**config.mk**
```make
export PLATFORM = sky130hd
export DESIGN_NAME = route_executor
export DESIGN_NICKNAME = d
export VERILOG_FILES = /design/src/rtl/route_executor.sv
export SDC_FILE = /design/constraint.sdc
export NUM_CORES = 1
export LEC_CHECK = 0
export CELL_PAD_IN_SITES_DETAIL_PLACEMENT = 0
export CELL_PAD_IN_SITES_GLOBAL_PLACEMENT = 1
export CORE_MARGIN = 2
export CORE_UTILIZATION = 39
export DETAILED_ROUTE_END_ITERATION = 7
export GPL_ROUTABILITY_DRIVEN = 0
export PLACE_DENSITY_LB_ADDON = 0.08
export SLEW_MARGIN = 30
export SYNTH_ARGS = -nofsm -noshare
export SYNTH_HDL_FRONTEND = slang
export SYNTH_SLANG_ARGS = --single-unit
export TNS_END_PERCENT = 100
```
**constraint.sdc**
```tcl
create_clock -name CLOCK_50 -period 2.3 [get_ports CLOCK_50]
set_input_delay 0.23 -clock CLOCK_50 [delete_from_list [all_inputs] [get_ports CLOCK_50]]
set_output_delay 0.23 -clock CLOCK_50 [all_outputs]
set_load 0.03 [all_outputs]
```
**src/rtl/route_executor.sv**
```systemverilog
`default_nettype none
// ============================================================================
// Module   : route_executor
// Purpose  : Sequences one interlocking route: drives both throat points with
//            single coil pulses, settles, clears the signal, releases on pass.
// Revision : 1.0 - initial release
// ============================================================================
module route_executor #(
    parameter int unsigned PULSE_CYCLES  = 5_000_000,
    parameter int unsigned SETTLE_CYCLES = 2_500_000,
    parameter int unsigned CNT_W         = 23
) (
    input  logic       CLOCK_50,
    input  logic       RESET_N,
    input  logic       cmd_valid,
    output logic       cmd_ready,
    input  logic       cmd_side,
    input  logic [1:0] cmd_track,
    input  logic       cancel,
    input  logic [3:0] occupied,
    output logic [3:0] coil_normal,
    output logic [3:0] coil_reverse,
    output logic [3:0] point_pos,
    output logic [7:0] signal_clear,
    output logic       busy,
    output logic       reject
);

    localparam logic [CNT_W-1:0] c_pulse_load  = CNT_W'(PULSE_CYCLES - 1);
    localparam logic [CNT_W-1:0] c_settle_load = CNT_W'(SETTLE_CYCLES - 1);

    typedef enum logic [2:0] {
        S_IDLE    = 3'd0,
        S_DRIVE_A = 3'd1,
        S_DRIVE_B = 3'd2,
        S_SETTLE  = 3'd3,
        S_CLEAR   = 3'd4,
        S_RELEASE = 3'd5
    } state_t;

    state_t           r_state;
    logic             r_ready;
    logic             r_reject;
    logic             r_side;
    logic [1:0]       r_track;
    logic             r_pulsing;
    logic             r_pulsed;
    logic [CNT_W-1:0] r_timer;
    logic [3:0]       r_coil_normal;
    logic [3:0]       r_coil_reverse;
    logic [3:0]       r_point_pos;
    logic [7:0]       r_signal;

    // Point under control in the current drive state and its wanted position.
    logic [1:0] w_pt;
    logic       w_target;
    logic       w_in_b;

    assign w_in_b   = (r_state == S_DRIVE_B);
    assign w_pt     = {r_side, w_in_b};
    assign w_target = w_in_b ? r_track[0] : r_track[1];

    always_ff @(posedge CLOCK_50 or negedge RESET_N) begin
        if (!RESET_N) begin
            r_state        <= S_IDLE;
            r_ready        <= 1'b1;
            r_reject       <= 1'b0;
            r_side         <= 1'b0;
            r_track        <= 2'd0;
            r_pulsing      <= 1'b0;
            r_pulsed       <= 1'b0;
            r_timer        <= '0;
            r_coil_normal  <= 4'd0;
            r_coil_reverse <= 4'd0;
            r_point_pos    <= 4'd0;
            r_signal       <= 8'd0;
        end else begin
            r_reject <= 1'b0;
            if (cancel && (r_state != S_IDLE)) begin
                // Abort wins over everything; an unfinished pulse leaves point_pos as is.
                r_state        <= S_IDLE;
                r_ready        <= 1'b1;
                r_pulsing      <= 1'b0;
                r_coil_normal  <= 4'd0;
                r_coil_reverse <= 4'd0;
                r_signal       <= 8'd0;
            end else begin
                case (r_state)
                    S_IDLE: begin
                        if (cmd_valid && r_ready) begin
                            if (occupied[cmd_track]) begin
                                r_reject <= 1'b1;
                            end else begin
                                r_side    <= cmd_side;
                                r_track   <= cmd_track;
                                r_pulsed  <= 1'b0;
                                r_pulsing <= 1'b0;
                                r_ready   <= 1'b0;
                                r_state   <= S_DRIVE_A;
                            end
                        end
                    end

                    S_DRIVE_A, S_DRIVE_B: begin
                        if (r_pulsing) begin
                            if (r_timer == '0) begin
                                r_coil_normal       <= 4'd0;
                                r_coil_reverse      <= 4'd0;
                                r_point_pos[w_pt]   <= w_target;
                                r_pulsing           <= 1'b0;
                                if (w_in_b) begin
                                    r_timer <= c_settle_load;
                                    r_state <= S_SETTLE;
                                end else begin
                                    r_state <= S_DRIVE_B;
                                end
                            end else begin
                                r_timer <= r_timer - 1'b1;
                            end
                        end else if (r_point_pos[w_pt] == w_target) begin
                            if (!w_in_b) begin
                                r_state <= S_DRIVE_B;
                            end else if (r_pulsed) begin
                                r_timer <= c_settle_load;
                                r_state <= S_SETTLE;
                            end else begin
                                r_signal[{r_side, r_track}] <= 1'b1;
                                r_state                     <= S_CLEAR;
                            end
                        end else begin
                            if (w_target) begin
                                r_coil_reverse[w_pt] <= 1'b1;
                            end else begin
                                r_coil_normal[w_pt]  <= 1'b1;
                            end
                            r_timer   <= c_pulse_load;
                            r_pulsing <= 1'b1;
                            r_pulsed  <= 1'b1;
                        end
                    end

                    S_SETTLE: begin
                        if (r_timer == '0) begin
                            r_signal[{r_side, r_track}] <= 1'b1;
                            r_state                     <= S_CLEAR;
                        end else begin
                            r_timer <= r_timer - 1'b1;
                        end
                    end

                    S_CLEAR: begin
                        if (occupied[r_track]) begin
                            r_signal <= 8'd0;
                            r_state  <= S_RELEASE;
                        end
                    end

                    S_RELEASE: begin
                        if (!occupied[r_track]) begin
                            r_ready <= 1'b1;
                            r_state <= S_IDLE;
                        end
                    end

                    default: begin
                        r_state        <= S_IDLE;
                        r_ready        <= 1'b1;
                        r_pulsing      <= 1'b0;
                        r_coil_normal  <= 4'd0;
                        r_coil_reverse <= 4'd0;
                        r_signal       <= 8'd0;
                    end
                endcase
            end
        end
    end

    assign cmd_ready    = r_ready;
    assign busy         = ~r_ready;
    assign reject       = r_reject;
    assign coil_normal  = r_coil_normal;
    assign coil_reverse = r_coil_reverse;
    assign point_pos    = r_point_pos;
    assign signal_clear = r_signal;

endmodule
`default_nettype wire
```
# Word-level counts from Yosys, hierarchy flattened
# Cells that the tools add are included.
totals:
  inputBits: 11
  output_inout_bits: 23
  regBits: 53
  elab_cells: 150
classes:
  bitwise: 6
  eq_ne: 32
  reduce_logical: 24
  muxes: 69
  add_sub_neg: 1
  order_cmp: 6
op_table:
  columns: ["op", "n"]
  rows:
  - ["23-bit 2-to-1 mux", 7]
  - ["8-bit 2-to-1 mux", 7]
  - ["23-bit case mux with 2 select lines", 1]
  - ["4-bit 2-to-1 mux", 9]
  - ["3-bit 2-to-1 mux", 11]
  - ["4-bit != test, second input constant", 8]
  - ["8-bit case mux with 4 select lines", 1]
  - ["3-bit != test, second input constant", 9]
  - ["23-bit zero test", 1]
  - ["23-bit by 1-bit subtractor with 23-bit output, second input constant", 1]
  - ["1-bit 2-to-1 mux", 21]
  - ["4-bit AND reduction", 5]
  - ["4-bit case mux with 2 select lines", 2]
  - ["3-bit case mux with 5 select lines", 1]
  - ["7-bit AND reduction", 2]
  - ["6-bit AND reduction", 2]
  - ["2-bit != test, second input constant", 5]
  - ["2-bit by 3-bit less-than comparator with 1-bit output, second input constant", 3]
  - ["2-bit by 1-bit != test with 1-bit output, second input constant", 4]
  - ["4-bit bitwise OR", 2]
  - ["8-bit bitwise OR", 1]
  - ["4-bit OR reduction", 2]
  - ["1-bit binary-select mux with 2-bit select", 3]
  - ["3-bit by 2-bit equality test with 1-bit output, second input constant", 2]
  - ["other kinds (19)", 28]

# Logic depth before layout (Yosys ltp)
depth:
  depth_word: 11
  ltp_mapped: 10
  ltp_nobuf: 8

# Worst setup path after synthesis
# OpenSTA, ideal clock, no wires.
synth_timing:
  kind: "register to register"
  start: "reg r_timer[0]"
  end: "reg r_point_pos[0], in the netlist point_pos[0]"
  stages_incl_launch_ff: 9
  path_buffers: 1
  t_required_ns: 2.172
  setup_slack_ns: 0.048
  period_less_slack_ns: 2.252
  setup_time_ns: 0.128
  arrival_time_ns: 2.124
  path_cell_list: "dfrtp_1 inv_1 ha_1 nor3b_1 nand4_4 or3_1 buf_2 nor3_2 mux2_1"
synth_between:
  elab_chain_cells: 2
synth_lines:
  columns: ["item", "line_no", "rtl"]
  rows:
  - ["start, declared", "48", "logic [CNT_W-1:0] r_timer;"]
  - ["start signal, assigned", "112", "r_timer <= c_settle_load;"]
  - ["start signal, assigned", "118", "r_timer <= r_timer - 1'b1;"]
  - ["start signal, assigned", "124", "r_timer <= c_settle_load;"]
  - ["23-bit zero test", "106", "if (r_timer == '0) begin"]
  - ["4-bit AND reduction (no line)", null, null]
  - ["end signal, assigned by index", "109", "r_point_pos[w_pt] <= w_target;"]
  - ["end, declared", "51", "logic [3:0] r_point_pos;"]
# No other way between the ends.
# A chain may end at the register's enable or synchronous reset.

# Worst setup path in the final report
layout_timing:
  start: "reg r_side"
  end: "reg r_timer[12]"
layout_between:
  elab_chain_cells: 6
  elab_cells_between_ends: 9
  cone_classes: "3 x eq/ne; 5 x mux; 1 x reduce/logical"
layout_lines:
  columns: ["item", "line_no", "rtl"]
  rows:
  - ["start, declared", "44", "logic r_side;"]
  - ["start signal, assigned", "94", "r_side <= cmd_side;"]
  - ["1-bit binary-select mux with 2-bit select (*)", "120", "end else if (r_point_pos[w_pt] == w_target) begin"]
  - ["1-bit 2-to-1 mux (implied by the code) (*)", "120", null]
  - ["1-bit equality test (*)", "120", null]
  - ["23-bit 2-to-1 mux", "120", null]
  - ["23-bit 2-to-1 mux", "105", "if (r_pulsing) begin"]
  - ["23-bit case mux with 2 select lines", "88", "case (r_state)"]
# Every way passes the cells marked *; elsewhere a longest branch is shown, timed or not. The select of a mux whose other input is x is not followed.

==> out/metrics.yaml <==
outcome: "finished, final reports clean"
cp_top_family: "compound AO/OA/AOI/OAI gates"
cts.clk_slew.worst_paths_ps: 110
hpwl_um: 5645
cts_root_buffer: "clkbuf_8"
die_w_um: 92.44
path_max_fanout: 11
num_rows: 32
fmaxAchievable_mhz: 472.8
ys.flop_type: "dfrtp_1"
grt_pass1_vias: 2702
drt_iter0_markers: 89
synth_area_leaders: "dfrtp_1, a21oi_1, nor2_1"
io_buffers: 33
synth_area_um2: 3050
cp_slowest_stage_delay_ps: 490
synth_most_common_cell: "dfrtp_1"
p_int_mw: 2.509
netlist_instances: 338
maxCapViolCount: 0
drc: 0
pwr-share-seq: 0.333
p_sw_mw: 1.879
routed-via-count: 2763
synth_top_area_frac: 0.4266
rsz0062_at_grt: "false"
synth_nets: 351
cp.arrival_ps: 2320
clk_latency_ps: 310
finalPower_mw: 4.388
worstPathRequired_ps: 2500
start_kind: "register"
irDropWorstVdd_v: 0.0004056
htreeDepth: 2
seqCellArea_um2: 1328
yosys_register_bits: 53
start_util: 0.3989
crit_chain: "mux2i_1 -> xnor2_1 -> mux2i_1 -> buf_4 -> a31o_2 -> buf_4 -> o41ai_1"
yosysTopAreaCell: "dfrtp_1"
cp-end-kind: "register"
first_pass_iters: 4
wl_um: 7931
netlist_top_cells_count: "dfrtp_1, nor2_1, a21oi_1"
timing.final.crit_period_ps: 2115
finalSetupViolCount: 0
nNetsFinal: 412
grt_max_degree: 54
path_buf_inv: 2
numCtsBuffers: 5
tns_ps: 0
yosys_warnings: 0
cts_tree: "yes"
syn_area_per_cell_um2: 9.025
async_flop_share: 1.000
p_per_area_nw_per_um2: 1133
ys_seq_area_frac: 0.4352
combPwrFrac: 0.511
holdCritPathClass: "in -> async"
multi_input_area_um2: 1623
wl_per_cell_um: 15.80
slew_headroom: 0.5288
slowest_stage: "dfrtp_1"
finClkSkew_ps: 9.863
drive_gt1_frac: 0.1875
grt_pass1_wl_um: 13810
fp.dieArea_um2: 8545
period_share: 0.9197
via_per_inst: 5.504
die_h_um: 92.44
worst_pin_slew_ps: 706.8
core-area_um2: 7647
crit_type: "reg -> reg"
overflow: 0
num_antenna_cells: 0
synth_cell_types: 60
p_clk_frac: 0.156
leakage_nw: 1.628
synth_edf_count: 0
final_antenna_net_count: 0
cts_hold_buf: 0
nFillCells: 739
antenna_found_initial: 0
drv_slew: 0
track_usage: 0.1989
final_hold_viol_count: 0
pin_count: 34
cts.sinks: 53
switching_share: 0.4281
holdWs_ps: 52.46
synthToLayoutAreaGrowth_pct: 26.95
cts_buffer_depth: 2
stage by stage:
step	utilization	area (um^2)	instances	worst slack, ps
floorplan	-	3050	338	48.24
global placement	0.4835	3697	492	34.92
detailed placement	0.4835	3697	492	7.802
CTS	0.4992	3817	500	42.22
global route	0.5064	3872	502	33.68
finish	0.5064	3872	502	184.7
timing repair:
item,CTS,global route
setup buffers,0,2
hold endpoints to repair,0,0
endpoints found under the setup margin,0,31
gates resized for setup,0,9
routing by layer:
metal  up-vias  share of wire  routed length (um)  global-route usage
met5         -              0                   0                   0
met2        43           0.44                3456              0.2871
met3         7          0.034                 268             0.02360
met4         0         0.0067                  53             0.05597
met1      1343           0.52                4153              0.3117
li1       1370              -                   -                   -
final cells by class:
cell class | count | share of cell area
flip-flops and latches | 53 | 0.3428
multi-input cells | 254 | 0.4191
inverters | 11 | 0.01066
clock buffers | 6 | 0.02132
well taps | 102 | 0.03296
clock inverters | 2 | 0.009693
repair buffers | 74 | 0.1635
sequential cells by signal, summed over array words and instances (netlist names):
signal        flops
cmd_ready         1
coil_normal       4
coil_reverse      4
point_pos         4
r_pulsed          1
r_pulsing         1
r_side            1
r_state           3
r_timer          23
r_track           2
reject            1
signal_clear      8
kinds of logic after synthesis:
group / after synthesis / synth area share
buf+inv: 31 / 0.04594
compound gates: 118 / 0.2457
mux: 9 / 0.03937
flops: 53 / 0.4352
fa+ha+maj: 2 / 0.008202
xor+xnor: 4 / 0.01149
simple gates: 121 / 0.2141
power by group through the flow:
stage          clock (mW)  combinational [mW]  sequential [mW]
3_3_place_gp            0                2.18             1.46
2_1_floorplan           0                1.42             1.46
3_5_place_dp            0                2.20             1.47
4_1_cts             0.702                2.20             1.45
5_1_grt             0.740                2.51             1.50
6_report            0.684                2.24             1.46
final timing paths:
kind	start	endpoint	slack (ps)	depth (start not counted)
worst max-delay path	r_side$_DFFE_PN0P_	r_timer[12]$_DFFE_PN0P_	180	7
worst max register to register	r_side$_DFFE_PN0P_	r_timer[12]$_DFFE_PN0P_	180	7
worst min-delay path	RESET_N	signal_clear[6]$_DFFE_PN0P_	50	2
max in group asynchronous	RESET_N	r_timer[16]$_DFFE_PN0P_	1790	2
min in group CLOCK_50	signal_clear[6]$_DFFE_PN0P_	signal_clear[6]$_DFFE_PN0P_	490	2
worst min register to register	signal_clear[6]$_DFFE_PN0P_	signal_clear[6]$_DFFE_PN0P_	490	2
layout by cell type, fill, tap and decap left out, drive strengths merged, types with 3 or more instances in the layout:
master,count
a21oi,34
and3,3
clkdlybuf4s50,32
nand4,4
a32o,4
o22ai,3
nor2b,4
mux2,4
a31o,4
nor4,3
nand3b,3
a31oi,10
nor3,19
o21ai,34
o31ai,12
a21o,3
xnor2,3
buf,42
or3,3
nand3,7
mux2i,3
clkbuf,6
nand2,20
nor2,43
inv,10
dfrtp,52
Note: power is estimated with default switching activity, not from simulation.
